[config.mk]
export PLATFORM = sky130hd
export DESIGN_NAME = exe_stage_pipe
export DESIGN_NICKNAME = d
export VERILOG_FILES = /design/src/rtl/exe_pkg.sv /design/src/rtl/exe_mul_iter.sv /design/src/rtl/exe_stage_pipe.sv
export SDC_FILE = /design/constraint.sdc
export NUM_CORES = 1
export LEC_CHECK = 0
export BUFFER_PORTS_ARGS = -buffer_cell sky130_fd_sc_hd__buf_2
export CELL_PAD_IN_SITES_DETAIL_PLACEMENT = 1
export CELL_PAD_IN_SITES_GLOBAL_PLACEMENT = 1
export CORE_MARGIN = 2
export CORE_UTILIZATION = 50
export DETAILED_ROUTE_END_ITERATION = 7
export PLACE_DENSITY = 0.88
export SYNTH_ARGS = -nofsm -noshare
export SYNTH_HDL_FRONTEND = slang
export SYNTH_SLANG_ARGS = --single-unit
[constraint.sdc]
create_clock -name clk -period 7.44 [get_ports clk]
set_input_delay 0 -clock clk [delete_from_list [all_inputs] [get_ports clk]]
set_output_delay 0 -clock clk [all_outputs]
set_load 0.02 [all_outputs]
[src/rtl/exe_pkg.sv]
// Shared definitions for the registered execute stage: opcodes, shifter types,
// control states and NZCV bit positions.
package exe_pkg;
  localparam logic [3:0] CMD_MOV = 4'b0001;
  localparam logic [3:0] CMD_MVN = 4'b1001;
  localparam logic [3:0] CMD_ADD = 4'b0010;
  localparam logic [3:0] CMD_ADC = 4'b0011;
  localparam logic [3:0] CMD_SUB = 4'b0100;
  localparam logic [3:0] CMD_SBC = 4'b0101;
  localparam logic [3:0] CMD_AND = 4'b0110;
  localparam logic [3:0] CMD_ORR = 4'b0111;
  localparam logic [3:0] CMD_EOR = 4'b1000;
  localparam logic [3:0] CMD_MUL = 4'b1010;
  localparam logic [3:0] CMD_MLA = 4'b1011;

  localparam logic [1:0] SH_LSL = 2'b00;
  localparam logic [1:0] SH_LSR = 2'b01;
  localparam logic [1:0] SH_ASR = 2'b10;
  localparam logic [1:0] SH_ROR = 2'b11;

  typedef enum logic {IDLE = 1'b0, MUL = 1'b1} state_t;

  localparam int unsigned FLAG_N = 3;
  localparam int unsigned FLAG_Z = 2;
  localparam int unsigned FLAG_C = 1;
  localparam int unsigned FLAG_V = 0;
endpackage

[src/rtl/exe_mul_iter.sv]
// Iterative shift-add multiplier retiring MUL_STEP multiplier bits per cycle into
// a DATA_W-bit accumulator; can park the finished product while hold is high.
module exe_mul_iter
  import exe_pkg::*;
#(
  parameter int DATA_W   = 32,
  parameter int MUL_STEP = 2
) (
  input  logic              clk,
  input  logic              rst,
  input  logic              flush,
  input  logic              start,
  input  logic              hold,
  input  logic [DATA_W-1:0] mcand,
  input  logic [DATA_W-1:0] mplier,
  input  logic [DATA_W-1:0] acc_init,
  output logic              busy,
  output logic              done,
  output logic [DATA_W-1:0] product
);
  localparam int STEPS = DATA_W / MUL_STEP;
  localparam int CNT_W = (STEPS > 1) ? $clog2(STEPS) : 1;

  logic [DATA_W-1:0] acc_r, mcand_r, mplier_r, partial_s;
  logic [CNT_W-1:0]  cnt_r;
  logic              busy_r, held_r, last_s;

  // Partial product of this step and the running product including it.
  always_comb begin
    partial_s = '0;
    for (int i = 0; i < MUL_STEP; i++) begin
      partial_s = partial_s + (mplier_r[i] ? (mcand_r << i) : '0);
    end
    if (held_r) begin
      product = acc_r;
    end else begin
      product = acc_r + partial_s;
    end
  end

  assign last_s = held_r | (cnt_r == CNT_W'(STEPS - 1));
  assign busy   = busy_r;
  assign done   = busy_r & last_s;

  // Operand latch, step counter and accumulator update.
  always_ff @(posedge clk or negedge rst) begin
    if (!rst) begin
      busy_r   <= 1'b0;
      held_r   <= 1'b0;
      cnt_r    <= '0;
      acc_r    <= '0;
      mcand_r  <= '0;
      mplier_r <= '0;
    end else if (flush) begin
      busy_r <= 1'b0;
      held_r <= 1'b0;
    end else if (start) begin
      busy_r   <= 1'b1;
      held_r   <= 1'b0;
      cnt_r    <= '0;
      acc_r    <= acc_init;
      mcand_r  <= mcand;
      mplier_r <= mplier;
    end else if (busy_r) begin
      if (last_s) begin
        if (hold) begin
          acc_r  <= product;
          held_r <= 1'b1;
        end else begin
          busy_r <= 1'b0;
          held_r <= 1'b0;
        end
      end else begin
        acc_r    <= acc_r + partial_s;
        mcand_r  <= mcand_r << MUL_STEP;
        mplier_r <= mplier_r >> MUL_STEP;
        cnt_r    <= cnt_r + CNT_W'(1);
      end
    end
  end
endmodule

[src/rtl/exe_stage_pipe.sv]
// Registered execute stage: ALU, Val2 shifter, branch adder and iterative
// multiplier feeding a valid/ready EXE->MEM output register.
module exe_stage_pipe
  import exe_pkg::*;
#(
  parameter int DATA_W   = 32,
  parameter int IMM_W    = 24,
  parameter int MUL_STEP = 2
) (
  input  logic              clk,
  input  logic              rst,
  input  logic              flush,
  input  logic              in_valid,
  output logic              in_ready,
  input  logic [3:0]        EXE_CMD,
  input  logic              MEM_R_EN,
  input  logic              MEM_W_EN,
  input  logic              WB_EN,
  input  logic              S,
  input  logic [3:0]        Dest,
  input  logic [DATA_W-1:0] PC,
  input  logic [DATA_W-1:0] Val_Rn,
  input  logic [DATA_W-1:0] Val_Rm,
  input  logic [DATA_W-1:0] Val_Rs,
  input  logic              imm,
  input  logic [11:0]       Shift_operand,
  input  logic [IMM_W-1:0]  Signed_imm_24,
  input  logic [3:0]        SR,
  output logic              out_valid,
  input  logic              out_ready,
  output logic [DATA_W-1:0] ALU_result,
  output logic [DATA_W-1:0] Br_addr,
  output logic [3:0]        status,
  output logic              status_we,
  output logic              MEM_R_EN_o,
  output logic              MEM_W_EN_o,
  output logic              WB_EN_o,
  output logic [3:0]        Dest_o
);
  state_t              state_r, state_nxt_s;
  logic                out_free_s, in_ready_s, accept_s, is_mul_s, alu_load_s, mul_load_s;
  logic                mul_busy_s, mul_done_s;
  logic [DATA_W-1:0]   mul_prod_s, val2_s, add_b_s, alu_res_s, br_s, imm_ext_s;
  logic [2*DATA_W-1:0] dbl_s;
  logic [DATA_W:0]     sum_s;
  logic                add_cin_s, add_v_s, alu_c_s, alu_v_s;
  logic [3:0]          alu_flags_s;

  logic                out_valid_r, status_we_r, mem_r_r, mem_w_r, wb_r;
  logic [DATA_W-1:0]   result_r, br_r;
  logic [3:0]          status_r, dest_r;

  logic                p_mem_r_r, p_mem_w_r, p_wb_r, p_s_r;
  logic [3:0]          p_dest_r;
  logic [1:0]          p_cv_r;
  logic [DATA_W-1:0]   p_br_r;

  assign is_mul_s   = (EXE_CMD == CMD_MUL) | (EXE_CMD == CMD_MLA);
  assign out_free_s = ~out_valid_r | out_ready;
  assign in_ready_s = (state_r == IDLE) & ~mul_busy_s & ~flush & out_free_s;
  assign accept_s   = in_valid & in_ready_s;
  assign alu_load_s = accept_s & ~is_mul_s;
  assign mul_load_s = (state_r == MUL) & mul_done_s & out_free_s & ~flush;
  assign imm_ext_s  = {{(DATA_W-8){1'b0}}, Shift_operand[7:0]};
  assign br_s = PC + ({{(DATA_W-IMM_W){Signed_imm_24[IMM_W-1]}}, Signed_imm_24} << 2);

  // Val2 selection: memory offset, rotated immediate or shifted Rm.
  always_comb begin
    dbl_s  = '0;
    val2_s = Val_Rm;
    if (MEM_R_EN | MEM_W_EN) begin
      val2_s = {{(DATA_W-12){1'b0}}, Shift_operand};
    end else if (imm) begin
      dbl_s  = {imm_ext_s, imm_ext_s} >> {Shift_operand[11:8], 1'b0};
      val2_s = dbl_s[DATA_W-1:0];
    end else if (Shift_operand[11:7] == 5'd0) begin
      val2_s = Val_Rm;
    end else begin
      case (Shift_operand[6:5])
        SH_LSL:  val2_s = Val_Rm << Shift_operand[11:7];
        SH_LSR:  val2_s = Val_Rm >> Shift_operand[11:7];
        SH_ASR:  val2_s = $unsigned($signed(Val_Rm) >>> Shift_operand[11:7]);
        SH_ROR: begin
          dbl_s  = {Val_Rm, Val_Rm} >> Shift_operand[11:7];
          val2_s = dbl_s[DATA_W-1:0];
        end
        default: val2_s = Val_Rm;
      endcase
    end
  end

  // Subtractions run through the adder as Rn + ~Val2 + cin, so C is "no borrow".
  always_comb begin
    add_b_s   = val2_s;
    add_cin_s = 1'b0;
    case (EXE_CMD)
      CMD_ADC: add_cin_s = SR[FLAG_C];
      CMD_SUB: begin add_b_s = ~val2_s; add_cin_s = 1'b1;       end
      CMD_SBC: begin add_b_s = ~val2_s; add_cin_s = SR[FLAG_C]; end
      default: add_cin_s = 1'b0;
    endcase
    sum_s   = {1'b0, Val_Rn} + {1'b0, add_b_s} + {{DATA_W{1'b0}}, add_cin_s};
    add_v_s = (Val_Rn[DATA_W-1] == add_b_s[DATA_W-1]) & (sum_s[DATA_W-1] != Val_Rn[DATA_W-1]);

    alu_res_s   = '0;
    alu_c_s     = SR[FLAG_C];
    alu_v_s     = SR[FLAG_V];
    alu_flags_s = SR;
    case (EXE_CMD)
      CMD_MOV: alu_res_s = val2_s;
      CMD_MVN: alu_res_s = ~val2_s;
      CMD_AND: alu_res_s = Val_Rn & val2_s;
      CMD_ORR: alu_res_s = Val_Rn | val2_s;
      CMD_EOR: alu_res_s = Val_Rn ^ val2_s;
      CMD_ADD, CMD_ADC, CMD_SUB, CMD_SBC: begin
        alu_res_s = sum_s[DATA_W-1:0];
        alu_c_s   = sum_s[DATA_W];
        alu_v_s   = add_v_s;
      end
      default: alu_res_s = '0;
    endcase
    case (EXE_CMD)
      CMD_MOV, CMD_MVN, CMD_AND, CMD_ORR, CMD_EOR, CMD_ADD, CMD_ADC, CMD_SUB, CMD_SBC:
        alu_flags_s = {alu_res_s[DATA_W-1], ~|alu_res_s, alu_c_s, alu_v_s};
      default: alu_flags_s = SR;
    endcase
  end

  exe_mul_iter #(.DATA_W(DATA_W), .MUL_STEP(MUL_STEP)) u_mul (
    .clk      (clk),
    .rst      (rst),
    .flush    (flush),
    .start    (accept_s & is_mul_s),
    .hold     (~out_free_s),
    .mcand    (Val_Rm),
    .mplier   (Val_Rs),
    .acc_init ((EXE_CMD == CMD_MLA) ? Val_Rn : '0),
    .busy     (mul_busy_s),
    .done     (mul_done_s),
    .product  (mul_prod_s)
  );

  // Control state: leave IDLE on a multiply, return once its result is stored.
  always_comb begin
    state_nxt_s = state_r;
    if (flush) begin
      state_nxt_s = IDLE;
    end else begin
      case (state_r)
        IDLE:    state_nxt_s = (accept_s & is_mul_s) ? MUL : IDLE;
        MUL:     state_nxt_s = (mul_done_s & out_free_s) ? IDLE : MUL;
        default: state_nxt_s = IDLE;
      endcase
    end
  end

  // State register.
  always_ff @(posedge clk or negedge rst) begin
    if (!rst) state_r <= IDLE;
    else      state_r <= state_nxt_s;
  end

  // Sideband of an accepted multiply, replayed when its product is stored.
  always_ff @(posedge clk or negedge rst) begin
    if (!rst) begin
      p_mem_r_r <= 1'b0; p_mem_w_r <= 1'b0; p_wb_r <= 1'b0; p_s_r <= 1'b0;
      p_dest_r  <= 4'd0; p_cv_r    <= 2'd0; p_br_r <= '0;
    end else if (accept_s & is_mul_s) begin
      p_mem_r_r <= MEM_R_EN; p_mem_w_r <= MEM_W_EN; p_wb_r <= WB_EN; p_s_r <= S;
      p_dest_r  <= Dest;     p_cv_r    <= {SR[FLAG_C], SR[FLAG_V]}; p_br_r <= br_s;
    end
  end

  // EXE->MEM output register; a load while draining is a bubble-free transfer.
  always_ff @(posedge clk or negedge rst) begin
    if (!rst) begin
      out_valid_r <= 1'b0; status_we_r <= 1'b0; result_r <= '0; br_r <= '0;
      status_r    <= 4'd0; dest_r      <= 4'd0; mem_r_r  <= 1'b0; mem_w_r <= 1'b0; wb_r <= 1'b0;
    end else if (flush) begin
      out_valid_r <= 1'b0; status_we_r <= 1'b0;
    end else if (mul_load_s) begin
      out_valid_r <= 1'b1; status_we_r <= p_s_r; result_r <= mul_prod_s; br_r <= p_br_r;
      status_r    <= {mul_prod_s[DATA_W-1], ~|mul_prod_s, p_cv_r};
      dest_r      <= p_dest_r; mem_r_r <= p_mem_r_r; mem_w_r <= p_mem_w_r; wb_r <= p_wb_r;
    end else if (alu_load_s) begin
      out_valid_r <= 1'b1; status_we_r <= S; result_r <= alu_res_s; br_r <= br_s;
      status_r    <= alu_flags_s;
      dest_r      <= Dest; mem_r_r <= MEM_R_EN; mem_w_r <= MEM_W_EN; wb_r <= WB_EN;
    end else if (out_ready) begin
      out_valid_r <= 1'b0; status_we_r <= 1'b0;
    end
  end

  assign in_ready   = in_ready_s;
  assign out_valid  = out_valid_r;
  assign status_we  = status_we_r;
  assign ALU_result = result_r;
  assign Br_addr    = br_r;
  assign status     = status_r;
  assign Dest_o     = dest_r;
  assign MEM_R_EN_o = mem_r_r;
  assign MEM_W_EN_o = mem_w_r;
  assign WB_EN_o    = wb_r;
endmodule
==> results of run 1 <==
[per-layer routing]
layer / track usage [%] / overflow
met3: 52.6 / 0
met5: 24.4 / 0
met2: 87.2 / 1
met1: 75.1 / 0
met4: 60.9 / 1
[logic make-up after synthesis]
group                      count (synthesis)  synth area share, %
AOI/OAI and AO/OA                       1005                 26.0
xor gates and xnor gates                 105                 3.46
adders and majority gates                196                 10.2
buffers and inverters                    467                 7.38
DFF                                      222                 20.9
muxes                                    227                 12.7
and+or+nand+nor                         1148                 19.3
[per-stage QoR]
stage,cells,cell area (µm²)
CTS,4288,30300
detailed placement,4148,28400
global placement,4148,28400
floorplan,3370,26600
[what timing repair did]
| item | CTS |
|---|---|
| hold buffers | 92 |
| setup endpoints to repair | 0 |
| hold endpoints to repair | 182 |
==> key figures, run 1 <==
Outcome
  – Log Error: [ERROR GRT-0116] Global routing finished with congestion. Check the congestion regions in the DRC Viewer.
  – Status: did not finish
  – Fail Step: global routing

Synth
  – Most common cell in the netlist: nand2_1
  – Async set or reset register ratio after synthesis: 100%
  – Main synth FF type: dfrtp_1
  – Register area share after synthesis: 20.9%
  – Synth Warn #: 0
  – Dominant cells by area after synthesis: dfrtp_1 (21%), ha_1 (7.6%), nand2_1 (6.4%)
  – Syn Area/Cell: 7.88 µm²
  – Mapped Nets: 3,752
  – Synth area leader: dfrtp_1
  – Cell Area, Synth: 0.0266 mm²
  – Post-synth cell types: 103
  – Area share of the largest cell type after synthesis: 20.9%
  – Flops & latches, synth: 222
  – Mapped Cells: 3,370
  – EDFF count, synth: 0
  – Most common library cells after synthesis: nand2_1 (450), nor2_1 (359), dfrtp_1 (222)

Global routing
  – First-pass GRT wire length: 278,000 µm
  – GRT Util Overall: 70.3%
  – Grt total ovfl: 2
  – Pin count of the biggest net entering global routing: 121
  – Vias in the first global route: 39,067

Floorplanning
  – Die X: 234 µm
  – Starting Density: 50.5%
  – Die span in y: 234 µm
  – Ports: 264
  – Num rows: 84

Placed design
  – Gp weighted congestion: 1.17
  – Number of port buffers: 263
  – Dpl hpwl: 109,000 µm
  – Place WS: 0.754 ns

CTS
  – TritonCTS buffer count: 27
  – CTS sink count: 222
  – Root buffer selected by CTS: clkbuf_16
  – Post-CTS Setup Bufs: 0
  – Resize count post-CTS: 0
  – H-tree levels: 1
  – Clock buffer depth: 3
==> run 2, diff against run 1 <==
--- a/config.mk
+++ b/config.mk
@@ -6,12 +6,10 @@
 export NUM_CORES = 1
 export LEC_CHECK = 0
 export BUFFER_PORTS_ARGS = -buffer_cell sky130_fd_sc_hd__buf_2
-export CELL_PAD_IN_SITES_DETAIL_PLACEMENT = 1
-export CELL_PAD_IN_SITES_GLOBAL_PLACEMENT = 1
 export CORE_MARGIN = 2
-export CORE_UTILIZATION = 50
+export CORE_UTILIZATION = 40
 export DETAILED_ROUTE_END_ITERATION = 7
-export PLACE_DENSITY = 0.88
+export PLACE_DENSITY_LB_ADDON = 0.15
 export SYNTH_ARGS = -nofsm -noshare
 export SYNTH_HDL_FRONTEND = slang
 export SYNTH_SLANG_ARGS = --single-unit
==> run 2 against run 1 <==
  * The flow now finishes, with violations (hold timing)
  * Synthesized cell count stayed put
  * Area after synthesis stayed put
==> key figures, run 2 <==
Outcome
  – Status: finished, violations left
  – Failing checks: hold timing

CTS
  – H-tree levels: 1 (unchanged)
  – Resize count post-CTS: 0 (unchanged)
  – Clk_lat worst skew: 0.56 ns
  – TritonCTS buffer count: 26 (-3.7%)
  – Clock slew at reported path FFs: 0.07 ns
  – Post-CTS Setup Bufs: 0 (unchanged)
  – Root buffer selected by CTS: clkbuf_16
  – CTS Hold Bufs: 124 (+35%)
  – Clock buffer depth: 3 (unchanged)
  – CTS sink count: 222 (unchanged)
  – CTS tree: done

Critical path
  – Critical Path Slowest Stage Cell: dlygate4sd3_1
  – Crit-path cells: dlygate4sd3_1 > buf_2 > mux4_2 > mux2_2 > a222oi_1 > a221oi_1 > o21a_1 > or2_2 > xor2_1 > ha_1 > a21oi_1 > o21ai_0 > a2111oi_0 > a2111o_1 > a31oi_1 > a31o_2 > a221oi_1 > mux2i_1 > a211oi_1 > nor4bb_1 > a41oi_1 > nand2_1
  – CP Capture Type: flop
  – Worst Path Required: 7.93 ns
  – Worst path most repeated cell: a221oi_1
  – CP peak stage delay: 0.54 ns
  – Critical Path Fanout Max: 15
  – Setup crit start kind: input pin
  – Crit path DAT: 6.50 ns
  – Critical setup path kind: in -> reg
  – WP buf/inv: 2
  – CP delay by family, top: compound AO/OA/AOI/OAI gates

Placed design
  – Gp weighted congestion: 1.07 (-8.5%)
  – Number of port buffers: 263 (unchanged)
  – Placed insts: 4,332 (+4.4%)
  – Placed instance area: 0.0286 mm² (+0.97%)
  – Dpl hpwl: 96,100 µm (-12%)

Floorplanning
  – Core area: 0.0657 mm²
  – Ports: 264 (unchanged)
  – Num rows: 94 (+12%)
  – Die span in y: 262 µm (+12%)
  – Die X: 262 µm (+12%)
  – Starting Density: 40.4% (-10 points)
  – Die ar.: 0.0685 mm²

Synth
  – Register area share after synthesis: 20.9% (unchanged)
  – Post-synth cell types: 103 (unchanged)
  – Flops & latches, synth: 222 (unchanged)
  – Synth area leader: dfrtp_1
  – Area share of the largest cell type after synthesis: 20.9% (unchanged)
  – Async set or reset register ratio after synthesis: 100% (unchanged)
  – Mapped Nets: 3,752 (unchanged)
  – Cell Area, Synth: 0.0266 mm² (unchanged)
  – Most common cell in the netlist: nand2_1
  – EDFF count, synth: 0 (unchanged)
  – Main synth FF type: dfrtp_1
  – Syn Area/Cell: 7.88 µm² (unchanged)
  – Most common library cells after synthesis: nand2_1 (450), nor2_1 (359), dfrtp_1 (222)
  – Synth Warn #: 0 (unchanged)
  – Dominant cells by area after synthesis: dfrtp_1 (21%), ha_1 (7.6%), nand2_1 (6.4%)
  – Mapped Cells: 3,370 (unchanged)

Finish
  – Commonest non-fill, non-tap cell in the layout: nand2_1
  – Filler cell count: 6,626
  – Layout Nets: 4,002
  – Layout area overhead: 15.8%
  – Final non-filler cell total: 4,506
  – Final Cell Area: 0.0308 mm²
  – Most frequent cells in the layout: nand2_1 (449), nor2_1 (358), buf_2 (257)
  – Share of cells above drive strength 1: 16.0%

Drt
  – Final ANT Viol Nets: 0
  – Pre-antenna DRT Iters: 6
  – Routed vias/inst: 6.45
  – Drt drc: 0
  – Final wirelength: 130,000 µm
  – Drt first-iter violations: 3,586
  – Wire per inst: 28.9 µm
  – Total number of vias: 29,042

Global routing
  – Vias in the first global route: 27,433
  – Initial antenna violation count: 7
  – Grt total ovfl: 0
  – Pin count of the biggest net entering global routing: 87
  – GRT Util Overall: 37.1%
  – First-pass GRT wire length: 188,000 µm

Power and ir drop
  – Maximum vdd drop: 0.267 mV
  – Pwr dens: 296 mW/mm²
  – Leak: 14.0 nW
  – Total power draw: 9.10 mW

STA
  – Setup tns final: 0 ns
  – Least-Margin Pin Slew: 1.10 ns
  – RSZ-0062 raised after global routing: false
  – Relative slew slack: 26.9%
  – Fin Clk Skew: 0.0186 ns
  – WHS: -0.000111 ns
  – Final count of hold timing violations: 1
  – Max-slew violation count: 0
  – Final worst-path cycle share: 80.7%
  – Tmin final: 6.00 ns
  – Final setup viols: 0
  – Highest clock rate: 167 MHz

Worst hold path
  – HP Class: in -> async

Job
  – Max Cap Viol: 0
==> run 2: cell counts after synthesis <==
No cell type changed its count.
==> run 2: worst reg2reg max path: cells and delay by family (launching register included) <==
family	cells	cell delay (ns)
buffers and inverters	1	0.05
adders and majority gates	2	0.87
muxes	1	0.65
DFF	1	0.95
AOI/OAI and AO/OA	6	1.92
and+or+nand+nor	5	1.37
==> run 2: path summary, 6_finish.rpt <==
path / from / endpoint / slack (ns) / cells after the start
worst min-delay path: rst / Dest_o[0]$_DFFE_PN0P_ / -0.0001 / 2
worst min register to register: p_br_r[19]$_DFFE_PN0P_ / p_br_r[19]$_DFFE_PN0P_ / 0.47 / 2
max in group asynchronous: rst / Br_addr[7]$_DFFE_PN0P_ / 5.86 / 3
worst max-delay path: Val_Rm[23] / status[2]$_DFFE_PN0P_ / 1.44 / 22
worst max register to register: u_mul.mplier_r[1]$_DFFE_PN0P_ / status[2]$_DFFE_PN0P_ / 1.56 / 15
min in group clk: PC[28] / p_br_r[28]$_DFFE_PN0P_ / 0.01 / 4
==> run 2: cell families (layout without fill, tap and decap cells) <==
| kind of cell | count (synthesis) | count (layout) | share of synthesized area, % |
|---|---|---|---|
| XOR/XNOR | 105 | 105 | 3.46 |
| buffers and inverters | 467 | 734 | 7.38 |
| other | 0 | 5 | 0 |
| flip-flops | 222 | 222 | 20.9 |
| multiplexers | 227 | 227 | 12.7 |
| adder cells (fa/ha/maj) | 196 | 196 | 10.2 |
| AO/OA/AOI/OAI | 1005 | 1005 | 26.0 |
| AND/OR/NAND/NOR | 1148 | 1148 | 19.3 |
==> run 2: area by class of cell <==
type                    instances  area (µm²)  area share [%]
diodes                          5        12.5          0.0407
clock buffers                  33         707            2.30
clock inverters                12         158           0.512
inverters                     201         754            2.45
multi-input cells            2681       19100            62.1
flip-flops and latches        222        5560            18.1
well taps                     864        1080            3.51
repair buffers                488        3390            11.0
==> run 2: metrics by stage <==
step                utilization (%)  worst slack [ns]  hold slack [ns]
floorplan                         -              2.21           -0.296
CTS                            46.8              1.56         0.000250
detailed placement             43.6              1.08           0.0480
finish                         46.8              1.44        -0.000111
global placement               43.6              1.09           0.0575
global route                   46.8              1.06           0.0241
==> run 2: power breakdown <==
part | total (mW) | internal [mW] | switching (mW)
Clock | 1.33 | 0.777 | 0.552
Sequential | 1.86 | 1.57 | 0.285
Combinational | 5.91 | 2.17 | 3.74
Total | 9.10 | 4.52 | 4.58
==> run 2: layer usage <==
layer	part of all wire, %	wire length (µm)	vias to the layer above	track usage, %
li1	-	-	12828	-
met1	42	54300	14292	51.2
met2	44	57300	1611	56.7
met3	9.8	12800	309	7.27
met4	4.5	5910	2	15.2
met5	0.010	13	-	0
(Power assumes the default switching activity.)
